$ cat src/rtl/data_memory_pkg.sv
// Shared types for the data-memory store path.
//   store_width_t  : store size encoding carried with each store-buffer entry
//                    (2'b11 is reserved and handled as a word store)
//   byte_enable_t  : 4-bit byte-lane strobe, bit i enables bus byte lane i
//   drain_state_e  : states of the store-buffer drain FSM
package data_memory_pkg;

    typedef enum logic [1:0] {
        WidthByte = 2'b00,
        WidthHalf = 2'b01,
        WidthWord = 2'b10
    } store_width_t;

    typedef logic [3:0] byte_enable_t;

    typedef enum logic [1:0] {
        StIdle,
        StPull,
        StLoad,
        StWrite
    } drain_state_e;

endpackage

$ cat src/rtl/store_lane_align.sv
// Combinational lane alignment for a single store (or load) access.
// Ports:
//   width_i       raw 2-bit store width; the reserved code is treated as a word
//   addr_lsb_i    byte offset within the 32-bit word
//   data_i        store data, right-justified
//   byte_en_o     byte-lane strobes for the access
//   data_o        store data replicated across every lane it may land in
//   misaligned_o  halfword on an odd address or word on a non-zero offset
module store_lane_align
    import data_memory_pkg::*;
(
    input  logic [1:0]   width_i,
    input  logic [1:0]   addr_lsb_i,
    input  logic [31:0]  data_i,
    output byte_enable_t byte_en_o,
    output logic [31:0]  data_o,
    output logic         misaligned_o
);

    always_comb begin
        // Word behaviour is the default so the reserved encoding falls through to it.
        byte_en_o    = 4'b1111;
        data_o       = data_i;
        misaligned_o = (addr_lsb_i != 2'b00);

        case (width_i)
            WidthByte: begin
                byte_en_o    = 4'b0001 << addr_lsb_i;
                data_o       = {4{data_i[7:0]}};
                misaligned_o = 1'b0;
            end
            WidthHalf: begin
                byte_en_o    = 4'b0011 << {addr_lsb_i[1], 1'b0};
                data_o       = {2{data_i[15:0]}};
                misaligned_o = addr_lsb_i[0];
            end
            default: ;
        endcase
    end

endmodule

$ cat src/rtl/store_buffer_drain.sv
// Drains a store buffer one entry at a time onto a 32-bit memory write bus.
// Ports:
//   clk_i, rst_i        clock and synchronous active-high reset
//   buffer_empty_i      store buffer has no entries
//   pull_request_o      one-cycle pull pulse; entry data arrives the cycle after
//   pull_data_i/pull_address_i/pull_width_i  pulled entry (valid in LOAD)
//   mem_request_o       write request, held with mem_* stable until mem_done_i
//   mem_address_o/mem_data_o/mem_byte_en_o   word address, lane data, strobes
//   mem_done_i          write accepted (only looked at while requesting)
//   flush_i             fence: request notification once everything is drained
//   flush_done_o        one-cycle pulse when the fence completes
//   misaligned_o        one-cycle pulse when a misaligned entry is dropped
//   idle_o              FSM is idle
module store_buffer_drain
    import data_memory_pkg::*;
(
    input  logic         clk_i,
    input  logic         rst_i,
    input  logic         buffer_empty_i,
    output logic         pull_request_o,
    input  logic [31:0]  pull_data_i,
    input  logic [31:0]  pull_address_i,
    input  logic [1:0]   pull_width_i,
    output logic         mem_request_o,
    output logic [31:0]  mem_address_o,
    output logic [31:0]  mem_data_o,
    output logic [3:0]   mem_byte_en_o,
    input  logic         mem_done_i,
    input  logic         flush_i,
    output logic         flush_done_o,
    output logic         misaligned_o,
    output logic         idle_o
);

    drain_state_e state_q;
    logic         flush_pending_q;
    logic [31:0]  addr_q;
    logic [31:0]  data_q;
    byte_enable_t be_q;

    byte_enable_t align_be;
    logic [31:0]  align_data;
    logic         align_mis;
    logic         flush_done;

    store_lane_align u_align (
        .width_i      (pull_width_i),
        .addr_lsb_i   (pull_address_i[1:0]),
        .data_i       (pull_data_i),
        .byte_en_o    (align_be),
        .data_o       (align_data),
        .misaligned_o (align_mis)
    );

    always_ff @(posedge clk_i) begin
        if (rst_i) begin
            state_q <= StIdle;
            addr_q  <= '0;
            data_q  <= '0;
            be_q    <= '0;
        end else begin
            case (state_q)
                StIdle: begin
                    if (!buffer_empty_i) begin
                        state_q <= StPull;
                    end
                end
                StPull: state_q <= StLoad;
                StLoad: begin
                    // Misaligned entries are dropped without touching the bus registers.
                    if (align_mis) begin
                        state_q <= StIdle;
                    end else begin
                        state_q <= StWrite;
                        addr_q  <= {pull_address_i[31:2], 2'b00};
                        data_q  <= align_data;
                        be_q    <= align_be;
                    end
                end
                StWrite: begin
                    // Go straight to the next pull so back-to-back drains skip IDLE.
                    if (mem_done_i) begin
                        state_q <= buffer_empty_i ? StIdle : StPull;
                    end
                end
                default: state_q <= StIdle;
            endcase
        end
    end

    assign flush_done = flush_pending_q && (state_q == StIdle) && buffer_empty_i;

    // A new flush in the completing cycle re-arms the flag.
    always_ff @(posedge clk_i) begin
        if (rst_i) begin
            flush_pending_q <= 1'b0;
        end else begin
            flush_pending_q <= flush_i || (flush_pending_q && !flush_done);
        end
    end

    // Outputs decode the state register; reset forces them to their idle values.
    assign pull_request_o = !rst_i && (state_q == StPull);
    assign mem_request_o  = !rst_i && (state_q == StWrite);
    assign mem_address_o  = rst_i ? 32'h0 : addr_q;
    assign mem_data_o     = rst_i ? 32'h0 : data_q;
    assign mem_byte_en_o  = rst_i ? 4'h0 : be_q;
    assign flush_done_o   = !rst_i && flush_done;
    assign misaligned_o   = !rst_i && (state_q == StLoad) && align_mis;
    assign idle_o         = rst_i || (state_q == StIdle);

endmodule
$ cat config.mk
export PLATFORM = sky130hd
export DESIGN_NAME = store_buffer_drain
export DESIGN_NICKNAME = d
export VERILOG_FILES = /design/src/rtl/data_memory_pkg.sv /design/src/rtl/store_lane_align.sv /design/src/rtl/store_buffer_drain.sv
export SDC_FILE = /design/constraint.sdc
export NUM_CORES = 1
export LEC_CHECK = 0
export CORE_ASPECT_RATIO = 0.7
export CORE_UTILIZATION = 33
export CTS_BUF_LIST = sky130_fd_sc_hd__clkbuf_8
export CTS_CLUSTER_DIAMETER = 40
export DETAILED_ROUTE_END_ITERATION = 8
export SLEW_MARGIN = 30
export SYNTH_ARGS = -nofsm -noshare
export SYNTH_HDL_FRONTEND = slang
export SYNTH_HIERARCHICAL = 1
export SYNTH_SLANG_ARGS = --single-unit
$ cat constraint.sdc
create_clock -name clk_i -period 1.8 [get_ports clk_i]
set_clock_uncertainty 0.05 [all_clocks]
set_input_delay 0.18 -clock clk_i [delete_from_list [all_inputs] [get_ports clk_i]]
set_output_delay 0.18 -clock clk_i [all_outputs]
set_load 0.02 [all_outputs]
-- Word-level counts from Yosys, hierarchy flattened
Cells that the tools add are included.
- register bits: 69
- bits in latches: 0
- bits in writable memories: 0
- ROM bits: 0
- input port bits: 71
- logic and storage cells: 42
- memories kept: 0
- add/sub/neg operators: 0
- $mul: 0
- div/mod/pow operators: 0
- order comparisons: 0
- eq/ne operators: 6
- shift operators: 2
- multiplexer cells: 11
- bitwise logic cells: 1
- reduce and logical (&&, ||, !) cells: 17
- operators with widths (operator ; number):
    $mux W32 ; 2
    $pmux W32 S2 ; 1
    $logic_and A1 B1 Y1 ; 8
    $pmux W2 S4 ; 1
    $pmux W4 S2 ; 1
    $mux W2 ; 3
    $eq A2 B1 Y1 const B ; 2
    $eq A2 B2 Y1 const B ; 2
    $logic_not A2 Y1 ; 2
    $mux W4 ; 1
    $ne A2 B2 Y1 const B ; 2
    $reduce_and A2 Y1 ; 2
    $shl A1 B2 Y4 const A ; 1
    $shl A2 B2 Y4 const A ; 1
    $logic_not A1 Y1 ; 2
    $logic_or A1 B1 Y1 ; 2
    $pmux W1 S2 ; 1
    $reduce_bool A2 Y1 ; 1
    $mux W1 ; 1
    $not A1 Y1 ; 1

-- Longest topological paths before layout
Gate-level depths: netlist of run 1.
- depth in word-level cells: 6
- mapped depth: 7
- mapped depth without buffers: 4

-- By module
Netlist of run 1, hierarchy kept.
- modules (own cells, without submodules) (module ; times used ; cells an instance ; area each (um2) ; seq. area each (um2)):
    store_buffer_drain ; 1 ; 308 ; 3264.4 ; 1381.3
    store_lane_align ; 1 ; 63 ; 521.8 ; 0.0

-- Worst setup path after synthesis of run 1
No wires, ideal clock.
- kind: input -> register
- from: in pull_width_i[1]
- to: reg addr_q[12]
- library setup time: 0.121 ns
- arrival: 1.411 ns
- setup slack: 0.219 ns
- stages: 7
- buffers on the path: 3
- cell sequence: clkbuf_4 > a21oi_1 > nor2_1 > nor3b_2 > buf_6 > buf_6 > mux2_2
- cells in the longest elaborated chain, start to end: 4
- elaborated cells between the ends (all ways): 5
- classes of those cells: 1 x eq/ne; 1 x mux; 1 x bitwise; 2 x reduce/logical
- ends and longest elaborated chain (element ; line ; text):
    start, declared ; store_buffer_drain.sv:23 ; input logic [1:0] pull_width_i,
    $eq A2 B1 Y1 or $logic_not A2 Y1 (tied branches) ; store_lane_align.sv:26 ; case (width_i)
    $pmux W1 S2 * ; store_lane_align.sv:26 ;
    via align_mis ; store_buffer_drain.sv:43 ; logic align_mis;
    $not A1 Y1 (no line) * ; -- ;
    $reduce_and A2 Y1 (no line) * ; -- ;
    end signal, assigned ; store_buffer_drain.sv:75 ; addr_q <= {pull_address_i[31:2], 2'b00};
    end, declared ; store_buffer_drain.sv:37 ; logic [31:0] addr_q;
Mark *: on every way through the listed nets, which the timed path passes. The rest lies on a longest branch.
A chain may end at the register's enable or synchronous reset.

-- Final worst setup path of run 1
- from: reg addr_q[24]
- to: out mem_address_o[24]
- cells in the longest elaborated chain, start to end: 1
- ends and longest elaborated chain (element ; line ; text):
    $mux W32 ; store_buffer_drain.sv:105 ; assign mem_address_o = rst_i ? 32'h0 : addr_q;
    end, declared ; store_buffer_drain.sv:25 ; output logic [31:0] mem_address_o,
Every way passes these cells.

==> impl_metrics.json, run 1 <==
{
  "status": "completed",
  "cts.sinks": 69,
  "io_buffers": 141,
  "hold_viol_final": 0,
  "p_int_mw": 3.02,
  "postRouteAntennaNets": 0,
  "drive_above_1_share_pct": 21.4,
  "coreArea_sq_mm": 0.0111,
  "syn-cell-area_sq_mm": 0.00379,
  "critPathArrivalTime_ps": 1490,
  "yosys.area.top_type": "dfxtp_1",
  "setup_viol": 0,
  "nNetsFinal": 576,
  "post_cts.repair.setup_buffers": 0,
  "cp_max_fo": 2,
  "yosys.cell_types.count": 33,
  "dp_cells": 647,
  "cts-root-buf": "clkbuf_8",
  "seqPwrFrac_pct": 40.8,
  "clk_pin_slew_ps": 70,
  "n_antenna_cell": 0,
  "grt_pass1_wl_um": 14600,
  "grt_use_total_pct": 16.0,
  "cts_tree": "built",
  "max_cap_violations": 0,
  "n_fill_cell": 1065,
  "p_total_mw": 3.91,
  "synthCells": 371,
  "start_kind": "flop",
  "p_sw_mw": 0.888,
  "yosysSeqAreaShare_pct": 36.5,
  "die_y_um": 91.6,
  "p_clk_share_pct": 42.8,
  "clk_latency_ps": 340,
  "cellPowerDensity_mw_per_mm2": 694,
  "finalCriticalPeriod_ps": 1720,
  "hold_path_class": "input pin to flop",
  "drt-initial-drc-count": 64,
  "routed_wl_um": 9080,
  "cts_buffers": 9,
  "h-tree-depth": 3,
  "ys_ff_latch": 69,
  "seq_area_sq_mm": 0.00138,
  "critPathKind": "flop to output port",
  "synth_warnings": 6,
  "worstPathRequired_ps": 1570,
  "rows": 32,
  "fmax_mhz": 583,
  "cp-end-kind": "output port",
  "global_route.overflow_total": 0,
  "maxSlewViolCount": 0,
  "wire_per_inst_um": 13.7,
  "grt_pass1_vias": 2983,
  "final_common_cell": "clkdlybuf4s50_1",
  "place_congestion": 0.713,
  "switching_share_pct": 22.7,
  "num_vias": 2898,
  "pwr-share-comb_pct": 16.5,
  "antenna_found_initial": 0,
  "leakage_nw": 2.54,
  "synth_top_area_share_pct": 36.5,
  "start_util_pct": 34.1,
  "final_cell_mix": "clkdlybuf4s50_1, nor2b_1, dfxtp_1",
  "routed_via_density": 4.37,
  "pin_count": 144,
  "synth.avg_cell_area_sq_um": 10.2,
  "period_share_pct": 95.3,
  "clk_path_buf_depth": 2,
  "multiInputGateArea_sq_mm": 0.00217,
  "dp_hpwl_um": 6570,
  "post-route-drc-count": 0,
  "synthArstFlopShare_pct": 0,
  "dieWidth_um": 130,
  "area_growth_syn_to_layout_pct": 48.7,
  "synth_ff_type": "dfxtp_1",
  "grt_max_degree": 54,
  "fin_cells": 663,
  "synth_area_leaders": "dfxtp_1, mux2_2, nor2b_1",
  "synth_edf_count": 0,
  "peakVddDrop_mv": 0.543,
  "rsz0062_at_grt": "no",
  "dieArea_sq_mm": 0.0119,
  "dr.pass1.iters": 4
}
==> cells in the mapped netlist, types with 2 or more instances <==
master	number
nor2b_1	102
dfxtp_1	69
mux2_2	57
and2b_1	30
mux2_1	21
clkbuf_1	12
buf_4	10
buf_6	8
mux2i_1	8
nand2_1	8
nor2_1	6
o21ai_2	6
buf_2	5
mux2_4	4
o21bai_1	3
a21o_1	2
and4b_1	2
inv_1	2
o21ai_1	2
==> registers in the layout, indices dropped and copies added, names as in the netlist <==
name             count
be_q                 4
data_q              32
state_q              2
addr_q              30
flush_pending_q      1
==> metal layers <==
metal | global-route usage [%] | part of all wire [%]
met5 | 0 | 0
met4 | 5.23 | 1.2
met3 | 6.94 | 8.4
met2 | 25.7 | 45
met1 | 19.1 | 45
==> worst max-delay path: stages (launching register included) <==
cell and delay [ps]:
dfxtp_1 310, nor2b_1 180, clkdlybuf4s50_1 650
==> cells by family after synthesis <==
kind of cell,count (synthesis),synth area share (%)
simple gates,156,26.4
mux,90,26.9
flops,69,36.5
buf+inv,38,6.61
compound gates,17,3.47
other cells,1,0.0990
==> area by class of cell <==
| cell class | count | area share [%] |
|---|---|---|
| clock buffers | 9 | 2.20 |
| clock inverters | 7 | 2.44 |
| inverters | 2 | 0.133 |
| multi-input cells | 265 | 38.5 |
| flip-flops and latches | 69 | 24.6 |
| well taps | 153 | 3.40 |
| repair buffers | 158 | 28.8 |
==> power by group through the flow <==
stage	registers, mW	logic, mW	clock network [mW]
after floorplan	1.62	0.370	0
final	1.59	0.643	1.67
after CTS	1.59	0.653	1.74
after global routing	1.60	0.697	1.79
after detailed placement	1.63	0.653	0
after global placement	1.63	0.645	0
==> final timing paths <==
| check | startpoint | end | slack (ps) | depth (start not counted) |
|---|---|---|---|---|
| worst max register to register | state_q[1]$_SDFFE_PP0P_ | addr_q[17]$_SDFFE_PP0P_ | 270 | 3 |
| worst max-delay path | addr_q[24]$_SDFFE_PP0P_ | mem_address_o[24] | 80 | 2 |
| worst min-delay path | rst_i | addr_q[27]$_SDFFE_PP0P_ | 230 | 3 |
| worst min register to register | flush_pending_q$_SDFF_PP0_ | flush_pending_q$_SDFF_PP0_ | 450 | 2 |
==> stage by stage <==
step / area (sq um) / util, % / worst slack [ps] / hold WS [ps] / setup TNS (ps)
finish: 5630 / 50.8 / 83.9 / 234 / 0
global route: 5630 / 50.8 / 2.10 / 260 / 0
CTS: 5600 / 50.5 / 22.1 / 225 / 0
detailed placement: 5340 / 48.2 / -257 / 445 / -14000
global placement: 5340 / 48.2 / -248 / 434 / -14760
floorplan: 3790 / - / 219 / 239 / 0
==> what timing repair did <==
action,4_1_cts,5_1_grt
pin swaps,0,0
endpoints found under the setup margin,5,12
gates resized for setup,6,12
cloned,0,0
hold buffers,0,0
endpoints found under the hold margin,0,0
Note: power is estimated with default switching activity, not from simulation.
==> run 2: changes to the inputs <==
- ABC_AREA: not set -> 0
- CAP_MARGIN: not set -> 20
- GPL_ROUTABILITY_DRIVEN: not set -> 0
==> results of run 2 <==
Same layout as run 1: the final DEF is identical, and so are final timing and power.
